`src/rtl/mem_port_arbiter.sv`:
```
// rtl/mem_port_arbiter.sv - two-requester single-port memory arbiter with fetch anti-starvation and access timeout
// Data side wins ties until the fetch side has lost STARVE_LIMIT in a row.
module mem_port_arbiter #(
  parameter int WORD_SIZE    = 16,
  parameter int TIMEOUT      = 8,
  parameter int STARVE_LIMIT = 2
) (
  input  logic                 clk,
  input  logic                 reset,
  input  logic                 i_req,
  input  logic [WORD_SIZE-1:0] i_addr,
  output logic                 i_ack,
  output logic [WORD_SIZE-1:0] i_rdata,
  output logic                 i_stall,
  input  logic                 d_req,
  input  logic                 d_we,
  input  logic [WORD_SIZE-1:0] d_addr,
  input  logic [WORD_SIZE-1:0] d_wdata,
  output logic                 d_ack,
  output logic [WORD_SIZE-1:0] d_rdata,
  output logic                 d_stall,
  output logic                 mem_req,
  output logic                 mem_we,
  output logic [WORD_SIZE-1:0] mem_addr,
  output logic [WORD_SIZE-1:0] mem_wdata,
  input  logic [WORD_SIZE-1:0] mem_rdata,
  input  logic                 mem_ack,
  output logic                 err,
  output logic [WORD_SIZE-1:0] num_i_access,
  output logic [WORD_SIZE-1:0] num_d_access
);

  localparam int SW = (STARVE_LIMIT < 1) ? 1 : $clog2(STARVE_LIMIT + 1);
  localparam int WW = (TIMEOUT < 2) ? 1 : $clog2(TIMEOUT);

  typedef enum logic [1:0] {IDLE, BUSY_I, BUSY_D} state_e;

  state_e               state_q, state_d;
  logic [SW-1:0]        starve_q, starve_d;
  logic [WW-1:0]        wait_q, wait_d;
  logic [WORD_SIZE-1:0] addr_q, addr_d;
  logic [WORD_SIZE-1:0] wdata_q, wdata_d;
  logic                 we_q, we_d;
  logic                 err_q, err_d;
  logic [WORD_SIZE-1:0] num_i_q, num_i_d;
  logic [WORD_SIZE-1:0] num_d_q, num_d_d;
  logic                 busy, timeout, done;

  // A timeout completes the access like a real ack, but with zero data.
  assign busy    = (state_q != IDLE);
  assign timeout = busy && !mem_ack && (wait_q == WW'(TIMEOUT - 1));
  assign done    = busy && (mem_ack || timeout);

  assign i_ack   = (state_q == BUSY_I) && done;
  assign d_ack   = (state_q == BUSY_D) && done;
  assign i_rdata = ((state_q == BUSY_I) && mem_ack) ? mem_rdata : '0;
  assign d_rdata = ((state_q == BUSY_D) && mem_ack) ? mem_rdata : '0;
  assign i_stall = i_req && !i_ack;
  assign d_stall = d_req && !d_ack;

  assign mem_req      = busy;
  assign mem_we       = we_q;
  assign mem_addr     = addr_q;
  assign mem_wdata    = wdata_q;
  assign err          = err_q;
  assign num_i_access = num_i_q;
  assign num_d_access = num_d_q;

  always_comb begin
    state_d  = state_q;
    starve_d = starve_q;
    wait_d   = wait_q;
    addr_d   = addr_q;
    wdata_d  = wdata_q;
    we_d     = we_q;
    err_d    = err_q || timeout;
    num_i_d  = i_ack ? num_i_q + WORD_SIZE'(1) : num_i_q;
    num_d_d  = d_ack ? num_d_q + WORD_SIZE'(1) : num_d_q;
    case (state_q)
      IDLE: begin
        if (d_req && (!i_req || (starve_q < SW'(STARVE_LIMIT)))) begin
          state_d = BUSY_D;
          addr_d  = d_addr;
          we_d    = d_we;
          wdata_d = d_wdata;
          wait_d  = '0;
          if (i_req) starve_d = starve_q + SW'(1);
        end else if (i_req) begin
          state_d  = BUSY_I;
          addr_d   = i_addr;
          we_d     = 1'b0;
          wdata_d  = '0;
          wait_d   = '0;
          starve_d = '0;
        end
      end
      BUSY_I, BUSY_D: begin
        if (done) state_d = IDLE;
        else      wait_d  = wait_q + WW'(1);
      end
      default: state_d = IDLE;
    endcase
  end

  always_ff @(posedge clk or posedge reset) begin
    if (reset) begin
      state_q  <= IDLE;
      starve_q <= '0;
      wait_q   <= '0;
      addr_q   <= '0;
      wdata_q  <= '0;
      we_q     <= 1'b0;
      err_q    <= 1'b0;
      num_i_q  <= '0;
      num_d_q  <= '0;
    end else begin
      state_q  <= state_d;
      starve_q <= starve_d;
      wait_q   <= wait_d;
      addr_q   <= addr_d;
      wdata_q  <= wdata_d;
      we_q     <= we_d;
      err_q    <= err_d;
      num_i_q  <= num_i_d;
      num_d_q  <= num_d_d;
    end
  end

endmodule

```
`config.mk`:
```
export PLATFORM = sky130hd
export DESIGN_NAME = mem_port_arbiter
export DESIGN_NICKNAME = d
export VERILOG_FILES = /design/src/rtl/mem_port_arbiter.sv
export SDC_FILE = /design/constraint.sdc
export NUM_CORES = 1
export LEC_CHECK = 0
export BUFFER_PORTS_ARGS = -buffer_cell sky130_fd_sc_hd__buf_2
export CAP_MARGIN = 20
export CORE_MARGIN = 2
export CORE_UTILIZATION = 42
export CTS_CLUSTER_SIZE = 28
export DETAILED_ROUTE_END_ITERATION = 10
export HOLD_SLACK_MARGIN = 0.1
export PLACE_DENSITY = 0.84
export SYNTH_ARGS = -nofsm -noshare
export SYNTH_HDL_FRONTEND = slang
export SYNTH_SLANG_ARGS = --single-unit
```
`constraint.sdc`:
```
create_clock -name clk -period 2.07 [get_ports clk]
set_input_delay 0.207 -clock clk [delete_from_list [all_inputs] [get_ports clk]]
set_output_delay 0.207 -clock clk [all_outputs]
set_load 0.02 [all_outputs]
```
==> results.ini <==
[job]
max_cap_violations=0

[hold_path]
min_path_type=in -> reg
min_from=i_addr[10]

[timing]
hold_viol=0
fmax_ghz=0.502
rsz0062_at_grt=false
period_share_pct=96.3
fin_worst_skew_ns=0.0121
hold_ws_ns=0.159
relSlewSlack_pct=60.8
final.min_clock_period_ns=1.99
maxSlewViolCount=0
tns_ns=0
max_slew.worst_pin.slew_ns=0.587
setup-violations-final=0

[global_routing]
grt_usage_pct=19.3
grt_max_degree=47
antenna_found_initial=0
grt.overflow.total=0
grt_pass1_vias=2948
grt_pass1_wl_um=13400

[finish]
fillCellCount=705
area_growth_pct=39.6
layout_common_cells=buf_2 (171), dfrtp_1 (73), nand2_1 (62), and3_1 (34), o21ai_0 (33)
finish.net_count=618
antenna_cells=0
design_area_mm2=0.00491
layout-drive-gt1-share_pct=40.3
final_common_cell=buf_2

[logic_synthesis]
synth.area.mux_share_pct=5.51
synth_edf_count=0
async_reset_ff_share_pct=100
syn_inst=349
synth_compound_area_share_pct=8.08
yosysTopAreaCell=dfrtp_1
synth_area_per_cell_um2=10.1
yosys.area_share.simple_pct=21.2
synth-seq-cells=73
synth_ff_type=dfrtp_1
synthAdderAreaFrac_pct=2.49
synth_top_area_share_pct=51.9
syn_nets=426
synth_top_family_by_area=simple AND/OR/NAND/NOR gates
synthTopCellsByArea=dfrtp_1 (52%), nand2_1 (6.7%), and3_1 (6.0%)
ys_seq_area_share_pct=51.9
yosys_warnings=0
synth-xor-area-share_pct=7.47
syn_area_mm2=0.00352
ys_types=38

[critical_path]
r2r-start=state_q[0]$_DFFE_PP0P_
cp-startpoint=wait_q[0]$_DFFE_PP0P_
startpoint_type=flip-flop
crit_arrival_ns=1.79
path_max_fanout=9
slowest_stage=dfrtp_1
end_kind=primary output
required_ns=1.86
crit_chain=ha_2 -> ha_4 -> o21ba_4 -> and2_4 -> nor2b_2 -> buf_4
slowest_delay_ns=0.39
crit_type=reg -> out

[detailed_routing]
viasPerCell=4.92
routed_wl_um=8920
firstDrtPassIters=4
drtAntennaViolNets=0
wl_per_cell_um=13.7
first_iter_violations=123
vias=3200
drc_errors=0

[die]
ioPinCount=173
die_h_um=95.5
die_x_um=95.5
start_util_pct=43.0
core_mm2=0.00818
rows=33
dieArea_mm2=0.00912

[power]
p_per_area_mw_per_mm2=1120
p_leak_nw=2.74
vdd_drop_max_mv=0.623

[cts]
htreeDepth=3
cts-root-buf=clkbuf_8
clockBufferDepth=2
cts_buffers=9
cts.sinks=73
clk_latency_ns=0.34
cts_tree=built
path_clk_slew_ns=0.08

[placement]
io_buffers=172
placed_area_mm2=0.00451
hpwl_um=6390
gp_congestion=0.827

[run_status]
status=finished clean

==> path summary, 6_finish.rpt <==
check	to	slack (ns)	cells after the start
max in group asynchronous	wait_q[2]$_DFFE_PP0P_	0.94	4
max	i_stall	0.08	6
max reg2reg	num_d_access[14]$_DFFE_PP0P_	0.24	6
min in group asynchronous	mem_addr[15]$_DFFE_PP0P_	0.47	3
min reg2reg	num_d_access[15]$_DFFE_PP0P_	0.47	1
min	mem_addr[10]$_DFFE_PP0P_	0.16	3
==> sequential cells by signal (all words and copies together) (netlist names) <==
register      cells
starve_q          2
num_d_access     16
wait_q            3
mem_addr         16
state_q           2
mem_we            1
num_i_access     16
err               1
mem_wdata        16
==> cell type report <==
cell class / count / area (µm²) / area share (%)
clock buffers: 10 / 138 / 2.80
inverters: 8 / 30.0 / 0.611
clock inverters: 6 / 41.3 / 0.841
repair buffers: 201 / 1140 / 23.2
multi-input cells: 248 / 1610 / 32.7
flip-flops and latches: 73 / 1830 / 37.2
well taps: 105 / 131 / 2.68
==> stage by stage <==
| stage | setup WS [ns] | total power [W] | cells | utilization, % |
|---|---|---|---|---|
| 5_1_grt | 0.0150 | 0.00589 | 651 | 60.1 |
| 3_5_place_dp | 0.188 | 0.00446 | 615 | 55.2 |
| 4_1_cts | 0.00582 | 0.00553 | 649 | 59.7 |
| 6_report | 0.0767 | 0.00550 | 651 | 60.1 |
| 2_1_floorplan | 0.00973 | 0.00363 | 349 | - |
| 3_3_place_gp | 0.227 | 0.00437 | 615 | 55.2 |
==> layer usage <==
layer / vias to the layer above / part of all wire (%) / wire length, µm / GRT usage [%]
met5: - / 0 / 0 / 0
met2: 138 / 51 / 4510 / 34.8
met4: 0 / 2.2 / 195 / 8.69
li1: 1576 / - / - / -
met3: 21 / 8.5 / 760 / 3.87
met1: 1465 / 39 / 3460 / 21.9
==> kinds of logic after synthesis <==
family,after synthesis
buf+inv,28
fa+ha+maj,7
mux,19
xor+xnor,30
simple gates,145
compound gates,47
flops,73
==> where the power goes <==
group	leakage [nW]	total [W]	internal (W)	switching (W)
clock	0.0847	0.00102	0.000468	0.000550
sequential	0.940	0.00215	0.00187	0.000281
combinational	1.71	0.00234	0.000866	0.00147
==> cell usage after synthesis, types with 2 or more instances <==
cell       n
dfrtp_1   73
mux2_2     3
nand4_1    5
nor3_1     3
o21ai_0   33
ha_1       7
inv_1      8
nor2_1    10
xor2_1    12
and3_1    34
buf_2      4
clkbuf_1  15
nand3_1   10
and4_1     4
and3_2     2
o21ai_1    3
a22o_1     2
nor3_2     2
and2_1     5
xnor2_1   18
mux2i_1   16
nand2_1   63
nor4_1     2
==> critical path: cells and delay by family, from the launching register on <==
kind	cells	cell delay, ns
flops	1	0.39
buf+inv	1	0.14
simple gates	2	0.31
compound gates	1	0.23
fa+ha+maj	2	0.38
==> what timing repair did <==
action / in CTS / in global routing
hold buffers: 18 / 0
buffers inserted: 0 / 2
hold endpoints to repair: 44 / 0
resized for setup: 5 / 4
setup endpoints to repair: 3 / 3
gates cloned: 0 / 0
Note: power is estimated with default switching activity, not from simulation.
